[src/rtl/depth_scan_sequencer.sv]
// Serpentine raster controller for the depth map scanner: moves the servos,
// settles, averages IR readings per cell and paints a grayscale block.
module depth_scan_sequencer #(
    parameter int H_STEPS       = 8,
    parameter int V_STEPS       = 8,
    parameter int SETTLE_CYCLES = 1000000,
    parameter int SAMPLES       = 4,
    parameter int SAMPLE_GAP    = 16,
    parameter int CELL          = 4,
    parameter int X_ORG         = 0,
    parameter int Y_ORG         = 0
) (
    input  logic        CLK,
    input  logic        RESET_N,
    input  logic        START,
    input  logic        ABORT,
    input  logic [7:0]  IRSENSOR,
    output logic [2:0]  SERVO_H,
    output logic [2:0]  SERVO_V,
    output logic        SERVO_LD,
    output logic        FB_REQ,
    input  logic        FB_GNT,
    output logic [12:0] FB_WA,
    output logic [7:0]  FB_WD,
    output logic        FB_WE,
    output logic        BUSY,
    output logic        DONE,
    output logic [2:0]  DBG_STATE
);
    localparam int LOG2S = $clog2(SAMPLES);
    localparam int AW    = 8 + LOG2S;
    localparam int SW    = $clog2(SETTLE_CYCLES + 1);
    localparam int GW    = $clog2(SAMPLE_GAP + 1);
    localparam int NW    = $clog2(SAMPLES + 1);
    localparam logic [2:0] H_LAST = 3'(H_STEPS - 1);
    localparam logic [2:0] V_LAST = 3'(V_STEPS - 1);
    localparam logic [2:0] C_LAST = 3'(CELL - 1);

    typedef enum logic [2:0] {IDLE, MOVE, SETTLE, SAMPLE, PAINT, NEXT, HOME} state_t;

    state_t          state_q, state_d;
    logic [2:0]      c_q, c_d, r_q, r_d, px_q, px_d, py_q, py_d;
    logic [SW-1:0]   settle_q, settle_d;
    logic [GW-1:0]   gap_q, gap_d;
    logic [NW-1:0]   n_q, n_d;
    logic [AW-1:0]   acc_q, acc_d, acc_sum;
    logic [2:0]      avg_hi;
    logic            last_cell;
    logic [6:0]      x_d;
    logic [5:0]      y_d;
    logic [2:0]      servo_h_q, servo_h_d, servo_v_q, servo_v_d;
    logic            servo_ld_q, servo_ld_d, fb_req_q, fb_req_d;
    logic            busy_q, busy_d, done_q, done_d;
    logic [12:0]     fb_wa_q, fb_wa_d;
    logic [7:0]      fb_wd_q, fb_wd_d;

    always_comb begin
        state_d  = state_q;
        c_d      = c_q;
        r_d      = r_q;
        px_d     = px_q;
        py_d     = py_q;
        settle_d = settle_q;
        gap_d    = gap_q;
        n_d      = n_q;
        acc_d    = acc_q;
        fb_wd_d  = fb_wd_q;
        acc_sum  = acc_q + AW'(IRSENSOR);
        avg_hi   = 3'(acc_sum >> (LOG2S + 5));
        last_cell = (r_q == V_LAST) && (r_q[0] ? (c_q == 3'd0) : (c_q == H_LAST));

        case (state_q)
            IDLE: begin
                if (START && !ABORT) begin
                    state_d = MOVE;
                    c_d     = 3'd0;
                    r_d     = 3'd0;
                end
            end
            MOVE: begin
                state_d  = SETTLE;
                settle_d = SW'(SETTLE_CYCLES - 1);
            end
            SETTLE: begin
                if (settle_q == '0) begin
                    state_d = SAMPLE;
                    acc_d   = '0;
                    gap_d   = '0;
                    n_d     = '0;
                end else begin
                    settle_d = settle_q - 1'b1;
                end
            end
            SAMPLE: begin
                // The final add goes straight into the pixel colour, so PAINT starts next cycle.
                if (gap_q == '0) begin
                    acc_d = acc_sum;
                    if (n_q == NW'(SAMPLES - 1)) begin
                        state_d = PAINT;
                        fb_wd_d = {avg_hi, avg_hi, avg_hi[2:1]};
                        px_d    = 3'd0;
                        py_d    = 3'd0;
                    end else begin
                        n_d   = n_q + 1'b1;
                        gap_d = GW'(SAMPLE_GAP - 1);
                    end
                end else begin
                    gap_d = gap_q - 1'b1;
                end
            end
            PAINT: begin
                if (FB_GNT) begin
                    if (px_q == C_LAST) begin
                        px_d = 3'd0;
                        if (py_q == C_LAST) state_d = NEXT;
                        else                py_d = py_q + 3'd1;
                    end else begin
                        px_d = px_q + 3'd1;
                    end
                end
            end
            NEXT: begin
                if (last_cell) begin
                    state_d = HOME;
                end else begin
                    state_d = MOVE;
                    if (!r_q[0]) begin
                        if (c_q == H_LAST) r_d = r_q + 3'd1;
                        else               c_d = c_q + 3'd1;
                    end else begin
                        if (c_q == 3'd0)   r_d = r_q + 3'd1;
                        else               c_d = c_q - 3'd1;
                    end
                end
            end
            HOME:    state_d = IDLE;
            default: state_d = IDLE;
        endcase

        // HOME is already the abort target, so an abort there just finishes homing.
        if (ABORT && state_q != IDLE && state_q != HOME) state_d = HOME;

        x_d = 7'(X_ORG) + 7'(c_d) * 7'(CELL) + 7'(px_d);
        y_d = 6'(Y_ORG) + 6'(r_d) * 6'(CELL) + 6'(py_d);

        servo_ld_d = (state_d == MOVE) || (state_d == HOME);
        servo_h_d  = servo_h_q;
        servo_v_d  = servo_v_q;
        if (state_d == MOVE) begin
            servo_h_d = c_d;
            servo_v_d = r_d;
        end else if (state_d == HOME) begin
            servo_h_d = 3'd0;
            servo_v_d = 3'd0;
        end
        fb_req_d = (state_d == PAINT);
        fb_wa_d  = (state_d == PAINT) ? {y_d, x_d} : fb_wa_q;
        busy_d   = (state_d != IDLE);
        done_d   = (state_d == NEXT) && last_cell;
    end

    always_ff @(posedge CLK) begin
        if (!RESET_N) begin
            state_q    <= IDLE;
            c_q        <= '0;
            r_q        <= '0;
            px_q       <= '0;
            py_q       <= '0;
            settle_q   <= '0;
            gap_q      <= '0;
            n_q        <= '0;
            acc_q      <= '0;
            servo_h_q  <= '0;
            servo_v_q  <= '0;
            servo_ld_q <= 1'b0;
            fb_req_q   <= 1'b0;
            fb_wa_q    <= '0;
            fb_wd_q    <= '0;
            busy_q     <= 1'b0;
            done_q     <= 1'b0;
        end else begin
            state_q    <= state_d;
            c_q        <= c_d;
            r_q        <= r_d;
            px_q       <= px_d;
            py_q       <= py_d;
            settle_q   <= settle_d;
            gap_q      <= gap_d;
            n_q        <= n_d;
            acc_q      <= acc_d;
            servo_h_q  <= servo_h_d;
            servo_v_q  <= servo_v_d;
            servo_ld_q <= servo_ld_d;
            fb_req_q   <= fb_req_d;
            fb_wa_q    <= fb_wa_d;
            fb_wd_q    <= fb_wd_d;
            busy_q     <= busy_d;
            done_q     <= done_d;
        end
    end

    assign SERVO_H   = servo_h_q;
    assign SERVO_V   = servo_v_q;
    assign SERVO_LD  = servo_ld_q;
    assign FB_REQ    = fb_req_q;
    assign FB_WA     = fb_wa_q;
    assign FB_WD     = fb_wd_q;
    assign FB_WE     = fb_req_q & FB_GNT;
    assign BUSY      = busy_q;
    assign DONE      = done_q;
    assign DBG_STATE = state_q;
endmodule

[config.mk]
export PLATFORM = sky130hd
export DESIGN_NAME = depth_scan_sequencer
export DESIGN_NICKNAME = d
export VERILOG_FILES = /design/src/rtl/depth_scan_sequencer.sv
export SDC_FILE = /design/constraint.sdc
export NUM_CORES = 1
export LEC_CHECK = 0
export ABC_AREA = 1
export CORE_ASPECT_RATIO = 0.75
export CORE_MARGIN = 5
export CORE_UTILIZATION = 40
export DETAILED_ROUTE_END_ITERATION = 6
export PLACE_DENSITY = 0.6
export RECOVER_POWER = 50
export REMOVE_ABC_BUFFERS = 1
export SYNTH_ARGS = -nofsm -noshare
export SYNTH_HDL_FRONTEND = slang
export SYNTH_SLANG_ARGS = --single-unit
[constraint.sdc]
create_clock -name CLK -period 3.9 [get_ports CLK]
set_input_delay 0.78 -clock CLK [delete_from_list [all_inputs] [get_ports CLK]]
set_output_delay 0.78 -clock CLK [all_outputs]
set_load 0.01 [all_outputs]
== Word-level counts from Yosys, hierarchy flattened ==
Cells that the tools add are included.

* Add/subtract/negate cells: 11
* Reductions and logical operators: 21
* Bitwise operators: 1
* Equality and inequality tests: 20
* Mux-type cells: 50

{| class="wikitable"
|+ Operators with widths
! kind !! count
|-
| 3-bit two-way mux || 34
|-
| 20-bit case mux with 2 select lines || 1
|-
| 3-bit case mux with 2 select lines || 5
|-
| 3-bit equality test, second input constant || 7
|-
| 20-bit zero test || 1
|-
| 10-bit two-way mux || 2
|-
| 20-bit two-way mux || 1
|-
| 10-bit case mux with 2 select lines || 1
|-
| 20-bit by 1-bit subtractor with 20-bit output, second input constant || 1
|-
| 3-bit case mux with 6 select lines || 1
|-
| 3-bit by 1-bit adder with 3-bit output, second input constant || 5
|-
| 3-bit by 2-bit equality test with 1-bit output, second input constant || 5
|-
| 5-bit two-way mux || 3
|-
| 5-bit by 3-bit adder with 6-bit output || 2
|-
| 10-bit by 8-bit adder with 10-bit output || 1
|-
| 5-bit case mux with 2 select lines || 1
|-
| 3-bit AND reduction || 3
|-
| 2-bit inequality test, second input constant || 4
|-
| 3-bit by 1-bit equality test with 1-bit output, second input constant || 2
|-
| 3-bit zero test || 2
|-
| 3-bit inequality test, second input constant || 2
|-
| 2-bit nonzero test || 3
|-
| 3-bit nonzero test || 2
|-
| 1-bit logical AND || 5
|-
| other kinds (9) || 9
|}

* Flip-flop bits (word level): 84
* Input port bits: 13

== Logic depth before layout (Yosys ltp) ==
* Depth after elaboration: 9
* Mapped depth: 14
* Gate-level depth less buffers: 14

== Worst setup path before layout ==
Ideal clock, no wire load.

* Path type: input to register
* Start point: in IRSENSOR[0]
* End point: reg fb_wd_q[6], in the netlist FB_WD[6]
* Stages on the path: 12
* Data arrival time: 2.020 ns
* Slack: 1.765 ns
* Library setup time: 0.115 ns
* Data required time: 3.785 ns
* Cells stage by stage: ha_1 -> fa_1 -> nand2_1 -> nand2_1 -> nand2_1 -> nand2_1 -> nand4_1 -> nand2_1 -> nand2_1 -> nand2_1 -> o21ai_0 -> inv_1

* Cells in the longest elaborated chain, start to end: 1

{| class="wikitable"
|+ Ends and longest elaborated chain
! item !! RTL line !! source
|-
| start: declaration || 17 || <nowiki>input logic [7:0] IRSENSOR,</nowiki>
|-
| 10-bit by 8-bit adder with 10-bit output || 68 || <nowiki>acc_sum = acc_q + AW'(IRSENSOR);</nowiki>
|-
| end signal: assignment || 196 || <nowiki>fb_wd_q <= fb_wd_d;</nowiki>
|-
| end: declaration || 55 || <nowiki>logic [7:0] fb_wd_q, fb_wd_d;</nowiki>
|}

Every way passes these cells.
A chain may end at the register's enable or synchronous reset.

== Worst setup path in the final report ==
* Start point: in FB_GNT
* End point: out FB_WE

* Cells in the longest elaborated chain, start to end: 1

{| class="wikitable"
|+ Ends and longest elaborated chain
! item !! RTL line !! source
|-
| start: declaration || 22 || <nowiki>input logic FB_GNT,</nowiki>
|-
| 1-bit AND || 208 || <nowiki>assign FB_WE = fb_req_q & FB_GNT;</nowiki>
|-
| end: declaration || 25 || <nowiki>output logic FB_WE,</nowiki>
|}

Every way passes these cells.

==> key figures <==
Power and ir drop
  • Pwr dens: about 660 nW/µm²
  • Lkg Pwr: 2.558 nW
  • NetSw: approximately 1.6 mW
  • Flop pwr share: 29.8%
  • Worst vdd ir: roughly 0.30 mV
  • Cell-internal power: 1.952 mW
  • Clock Power Share: 22.6%
  • Comb pwr share: a little under half
  • Sw Ratio: 44.48%

Clock tree
  • Post-CTS Setup Bufs: 0
  • Hold_buf cts: 0
  • CTS tree: yes
  • Clk buf depth: 2
  • CTS buffer count: 9
  • Clock Tree Root: clkbuf_16
  • Clk sink count: 78
  • Clock transition at the registers of the reported paths: ~0.06 ns
  • Skew-Pair Late Insertion Delay: 0.35 ns
  • Post-CTS Resized: 0
  • H-tree depth: 3

Synthesis
  • Netlist Area Pre-Place: 4533 µm²
  • Post-synthesis xor/xnor area fraction: 4.251%
  • Mapped Cells: 664
  • EDFF count, synth: 0
  • Multiplexer share of the synthesized area: 0%
  • Synth Area in Adders: 7.342%
  • Largest family of logic cells by synthesized area: simple AND/OR/NAND/NOR gates
  • Asr flop ratio synth: 0%
  • Sequential area share after synthesis: 34.45%
  • Unique masters post-synth: 39
  • Mapped Avg Cell Area: 6.827 µm²
  • YS warnings: 0
  • Main synth FF type: dfxtp_1
  • Simple-Gate Fraction of Synth Area: between 30% and 40%
  • Synth Area in Compound Gates: between 10% and 20%
  • Number of synthesized register bits: 78

STA
  • Max_slew headroom: a little over 40%
  • Final Critical Period: 2.856 ns
  • Slew Limit Fails: 0
  • Maximum clock frequency: 350.1 MHz
  • Layout Skew: 0.01073 ns
  • Setup TNS: 0 ns
  • RSZ-0062 raised after global routing: no
  • Final setup viols: 0
  • Final critical-path share of the clock period: 73.23%
  • Worst slew pin tran: 0.8942 ns
  • Hold Vio Cnt, Final: 0

Die
  • Core box area: 11,020 µm²
  • Die Y: 102.2 µm
  • # IOs: 48
  • Die area: about 14,000 µm²
  • Initial core utilization: 41.12%
  • Row cnt: 33
  • Die width: around 130 µm

Final layout
  • Register area: 1562 µm²
  • Syn-to-layout area delta: 17.89%
  • Fill cell count: ~1,100
  • Most common cell after layout, fill and taps aside: nand2_1
  • Final Util: 48.47%
  • Antenna diodes: 0
  • Share of cells above drive strength 1: 6.921%
  • Final nets: 742
  • Leading cell types in the layout, fill and taps excluded: 165 x nand2_1, 79 x nor2_1, 78 x dfxtp_1
  • Fin cells: 848
  • Multi-input gate area: 2556 µm²

Setup path
  • Worst reg2reg path startpoint: settle_q[0]$_SDFFE_PN0P_
  • Critical path fanouts, max: 5
  • R2R depth: 10
  • CP cell instances: dlygate4sd3_1 > nand2_1 > inv_1 > clkdlybuf4s50_1
  • CP max stage delay: 0.64 ns
  • Stages on worst setup path: 4
  • Crit Reg-Reg Endpoint: settle_q[3]$_SDFFE_PN0P_
  • CP required: 3.12 ns
  • R2r setup slk: around 1.3 ns
  • CP startpoint: FB_GNT
  • Top delay family on crit path: buffers and inverters
  • Crit path DAT: between 2 and 2.5 ns
  • Crit. End Element: output pin
  • Crit path kind: input pin to output pin
  • Slowest stage cell on the critical path: dlygate4sd3_1
  • Buffers & Inverters on Critical Path: 3
  • Crit path launch type: input pin
  • Crit path capture: FB_WE

Run status
  • Status: complete, no violations

Placed design
  • Placed cells: 832
  • Routability Congestion: ~0.88
  • Detailed-placement wirelength estimate: 8197 µm
  • Port bufs: between 40 and 50

Run
  • Max capacitance violation total: 0

Route
  • Vias per cell: 4.986
  • WL/cell: around 13 µm
  • DRC: 0
  • Antenna-violating nets left: 0
  • DRT Wirelength: 11,080 µm
  • TritonRoute pass-1 iters: 5
  • Vias: 4,228
  • DRC marker count from the first detailed-route iteration: 292

GRT
  • First-pass GRT wire length: 19,180 µm
  • Number of global-route vias before repair: 4,073
  • GRT Residual Overflow: 0
  • Largest net degree at the start of global routing: 41
  • Initial antenna violation count: 0
  • Total GRT Usage: 17.21%

Worst hold path
  • Hold Crit Class: flip-flop to flip-flop
-- cells in the mapped netlist (10+ instances only) --
library cell    n  area share, %
xnor2_1        10            1.9
nand2_1       165             14
nor2_1         78            6.5
o21ai_1        10            1.1
o21ai_0        29            3.2
a21oi_1        51            5.6
inv_1          68            5.6
nand3_1        58            6.4
xor2_1         12            2.3
dfxtp_1        78             34
ha_1           25            6.9
-- power groups by stage --
stage                     registers (mW)  logic, mW  clock network (mW)
after floorplan                     1.05       1.27                   0
after global placement              1.06       1.66                   0
after detailed placement            1.06       1.68                   0
after CTS                           1.05       1.69               0.816
after global routing                1.07       1.89               0.859
final                               1.05       1.67               0.796
-- final cells by class --
cell class                      count  area share, %
Multi-Input combinational cell    488          47.83
Sequential cell                    78          29.22
Timing Repair Buffer               48          8.827
Inverter                           78          5.549
Clock buffer                        9          4.214
Tap cell                          140          3.278
Clock inverter                      7          1.077
-- layer usage --
| metal | global-route usage (%) | vias up | part of all wire (%) |
|---|---|---|---|
| li1 | - | 2212 | - |
| met1 | 23.63 | 1918 | 53 |
| met2 | 27.03 | 85 | 42 |
| met3 | 4.281 | 13 | 4.3 |
| met4 | 4.952 | 0 | 1.2 |
| met5 | 0 | - | 0 |
-- state kept, by name (all words and copies together), names as in the netlist, 3 cells and up --
| signal | flops |
|---|---|
| FB_WA | 12 |
| DBG_STATE | 3 |
| c_q | 3 |
| py_q | 3 |
| px_q | 3 |
| settle_q | 20 |
| r_q | 3 |
| acc_q | 10 |
| gap_q | 5 |
| FB_WD | 3 |
| SERVO_V | 3 |
| SERVO_H | 3 |
| n_q | 3 |
-- through the flow --
step                cell area (µm²)  setup slack [ns]  hold slack, ns  power [mW]
finish                         5344             1.044          0.4622       3.516
global route                   5344            0.9965          0.4907       3.819
CTS                            5360             1.119          0.4656       3.552
detailed placement             5077             1.128          0.4555       2.739
global placement               5077             1.123          0.4466       2.723
floorplan                      4427             1.765          0.4321       2.322
-- worst min-delay path by stage --
stage / start / endpoint / cells past startpoint
after CTS: settle_q[18]$_SDFFE_PN0P_ / settle_q[18]$_SDFFE_PN0P_ / 2
after global placement: n_q[0]$_SDFFE_PN0P_ / n_q[0]$_SDFFE_PN0P_ / 1
after global routing: acc_q[7]$_SDFFE_PN0P_ / acc_q[7]$_SDFFE_PN0P_ / 2
final: SERVO_V[1]$_SDFFE_PN0P_ / SERVO_V[1]$_SDFFE_PN0P_ / 2
after floorplan: n_q[0]$_SDFFE_PN0P_ / n_q[0]$_SDFFE_PN0P_ / 1
after detailed placement: settle_q[18]$_SDFFE_PN0P_ / settle_q[18]$_SDFFE_PN0P_ / 2
-- worst register-to-register path: stages (launching register included) --
cell	delay (ns)
dfxtp_1	0.31
inv_1	0.18
ha_1	0.21
nand3_1	0.08
nor2_1	0.15
nand3_1	0.12
nand2_1	0.11
nand2_1	0.38
inv_1	0.62
o21ai_0	0.20
a21oi_1	0.19
-- logic make-up after synthesis --
family	after synthesis
compound gates	104
xor+xnor	22
fa+ha+maj	26
buf+inv	98
flops	78
other cells	1
simple gates	335
(Power assumes the default switching activity.)
==> edit (config.mk and constraints unchanged) <==
Make the reset (`RESET_N`) asynchronous in one clocked block.
--- a/src/rtl/depth_scan_sequencer.sv
+++ b/src/rtl/depth_scan_sequencer.sv
@@ -160,5 +160,5 @@
     end
 
-    always_ff @(posedge CLK) begin
+    always_ff @(posedge CLK or negedge RESET_N) begin
         if (!RESET_N) begin
             state_q    <= IDLE;
Formal check against the unedited RTL: differs if RESET_N is asserted again (counterexample within 4 cycles, from zero or initial values and one cycle with RESET_N low); with RESET_N held inactive, the same outputs for 10 cycles.
==> edit against the original RTL <==
The flow now finishes with violations (max-capacitance violations, max-slew violations). Synthesized area rose by 1.2%. Utilization rose by 0.42 points. Routed wire length fell by 5.6%. Largest cell class unchanged. Sequential cell count did not move. Count of clock-buffer cells in the layout rose by 1. Final area rose by 1.2%. Worst setup slack improved by 72 ps. Non-clock buffer count fell by 2. Sequential power rose by 15%. Total power rose by 1.6%.
==> edit: results <==
group,metric,value,unit
hold_path,hold_path_end,"FB_WA[12]",
global_route,grt_pass1_vias,3848,
timing,maxSlewViolCount,79,
logic_synthesis,synth_commonest_cells,"156 x nand2_1, 78 x dfrtp_1, 69 x nor2_1, 53 x inv_1, 44 x nand3_1",
power,p_leak,0.00270,uW
cells_and_area,nFillCells,1087,
job,cap_violations,1,
setup_path,arrival,2000,ps
global_route,grt_pass1_wl,18.4,mm
drt,routed_wl,10.5,mm
setup_path,rr_startpoint,"n_q[0]",
drt,first_pass_iters,4,
status,status,"finished with violations",
drt,vias,3946,
timing,max-slew-margin-rel,-29.0,%
hold_path,hold_start,"FB_WA[12]",
global_route,grt_max_degree,79,
logic_synthesis,seq_area_frac_synth,42.6,%
status,violations,"max-capacitance violations, max-slew violations",
logic_synthesis,async_reset_ff_share,100,%
timing,finalClockSkew,8.99,ps
placed_design,dp_hpwl,7.81,mm
logic_synthesis,synth.area.top_cells,"dfrtp_1 43%, nand2_1 13%, ha_1 6.8%",
cells_and_area,drive_gt1_share,6.80,%
setup_path,reg2regPathDepth,11,
setup_path,worstPathMaxFanout,7,
edit: how the worst max path moves through the flow:
stage | cells past startpoint | slack [ps] | to
4_1_cts | 4 | 1110 | FB_WE
3_5_place_dp | 13 | 1080 | FB_WA[11]
3_3_place_gp | 4 | 1110 | FB_WE
6_report | 4 | 1120 | FB_WE
5_1_grt | 11 | 820 | FB_WA[3]
2_1_floorplan | 11 | 1770 | FB_WA[0]
edit: final cells by class:
| cell class | instances | area [um^2] | area share, % |
|---|---|---|---|
| inverters | 60 | 225 | 4.16 |
| flip-flops and latches | 78 | 1950 | 36.1 |
| multi-input cells | 433 | 2300 | 42.5 |
| clock buffers | 10 | 229 | 4.23 |
| clock inverters | 5 | 75.1 | 1.39 |
| well taps | 140 | 175 | 3.24 |
| repair buffers | 46 | 455 | 8.42 |
edit: routing by layer:
layer	vias up	part of all wire (%)	global-route usage, %
li1	1998	-	-
met4	0	1.6	6.17
met1	1845	51	24.0
met5	-	0	0
met2	86	42	24.0
met3	17	5.5	4.20
edit: critical path: stages:
cell             delay, ps
clkdlybuf4s50_1        570
nand2_1                 70
inv_1                   50
clkdlybuf4s50_1        530
edit: stage by stage:
| stage | utilization, % | std cells | total power (uW) | hold WS [ps] | area (um^2) |
|---|---|---|---|---|---|
| 2_1_floorplan | - | 571 | 2220 | 451 | 4480 |
| 3_3_place_gp | 46.2 | 757 | 2690 | 462 | 5110 |
| 3_5_place_dp | 46.2 | 757 | 2720 | 472 | 5110 |
| 4_1_cts | 49.0 | 772 | 3620 | 487 | 5420 |
| 5_1_grt | 48.9 | 772 | 3890 | 502 | 5410 |
| 6_report | 48.9 | 772 | 3570 | 478 | 5410 |
edit: where the power goes:
part	total (uW)	internal (uW)	switching, uW
clock	877	554	323
combinational	1490	519	969
sequential	1210	1030	180
total	3570	2100	1470
edit: cell families after synthesis:
family / count (synthesis) / synth area share, %
XOR/XNOR: 12 / 2.29
adder cells (fa/ha/maj): 26 / 7.26
flip-flops: 78 / 42.6
AND/OR/NAND/NOR: 319 / 31.1
AO/OA/AOI/OAI: 75 / 9.50
other: 1 / 0.0818
buffers and inverters: 73 / 7.20
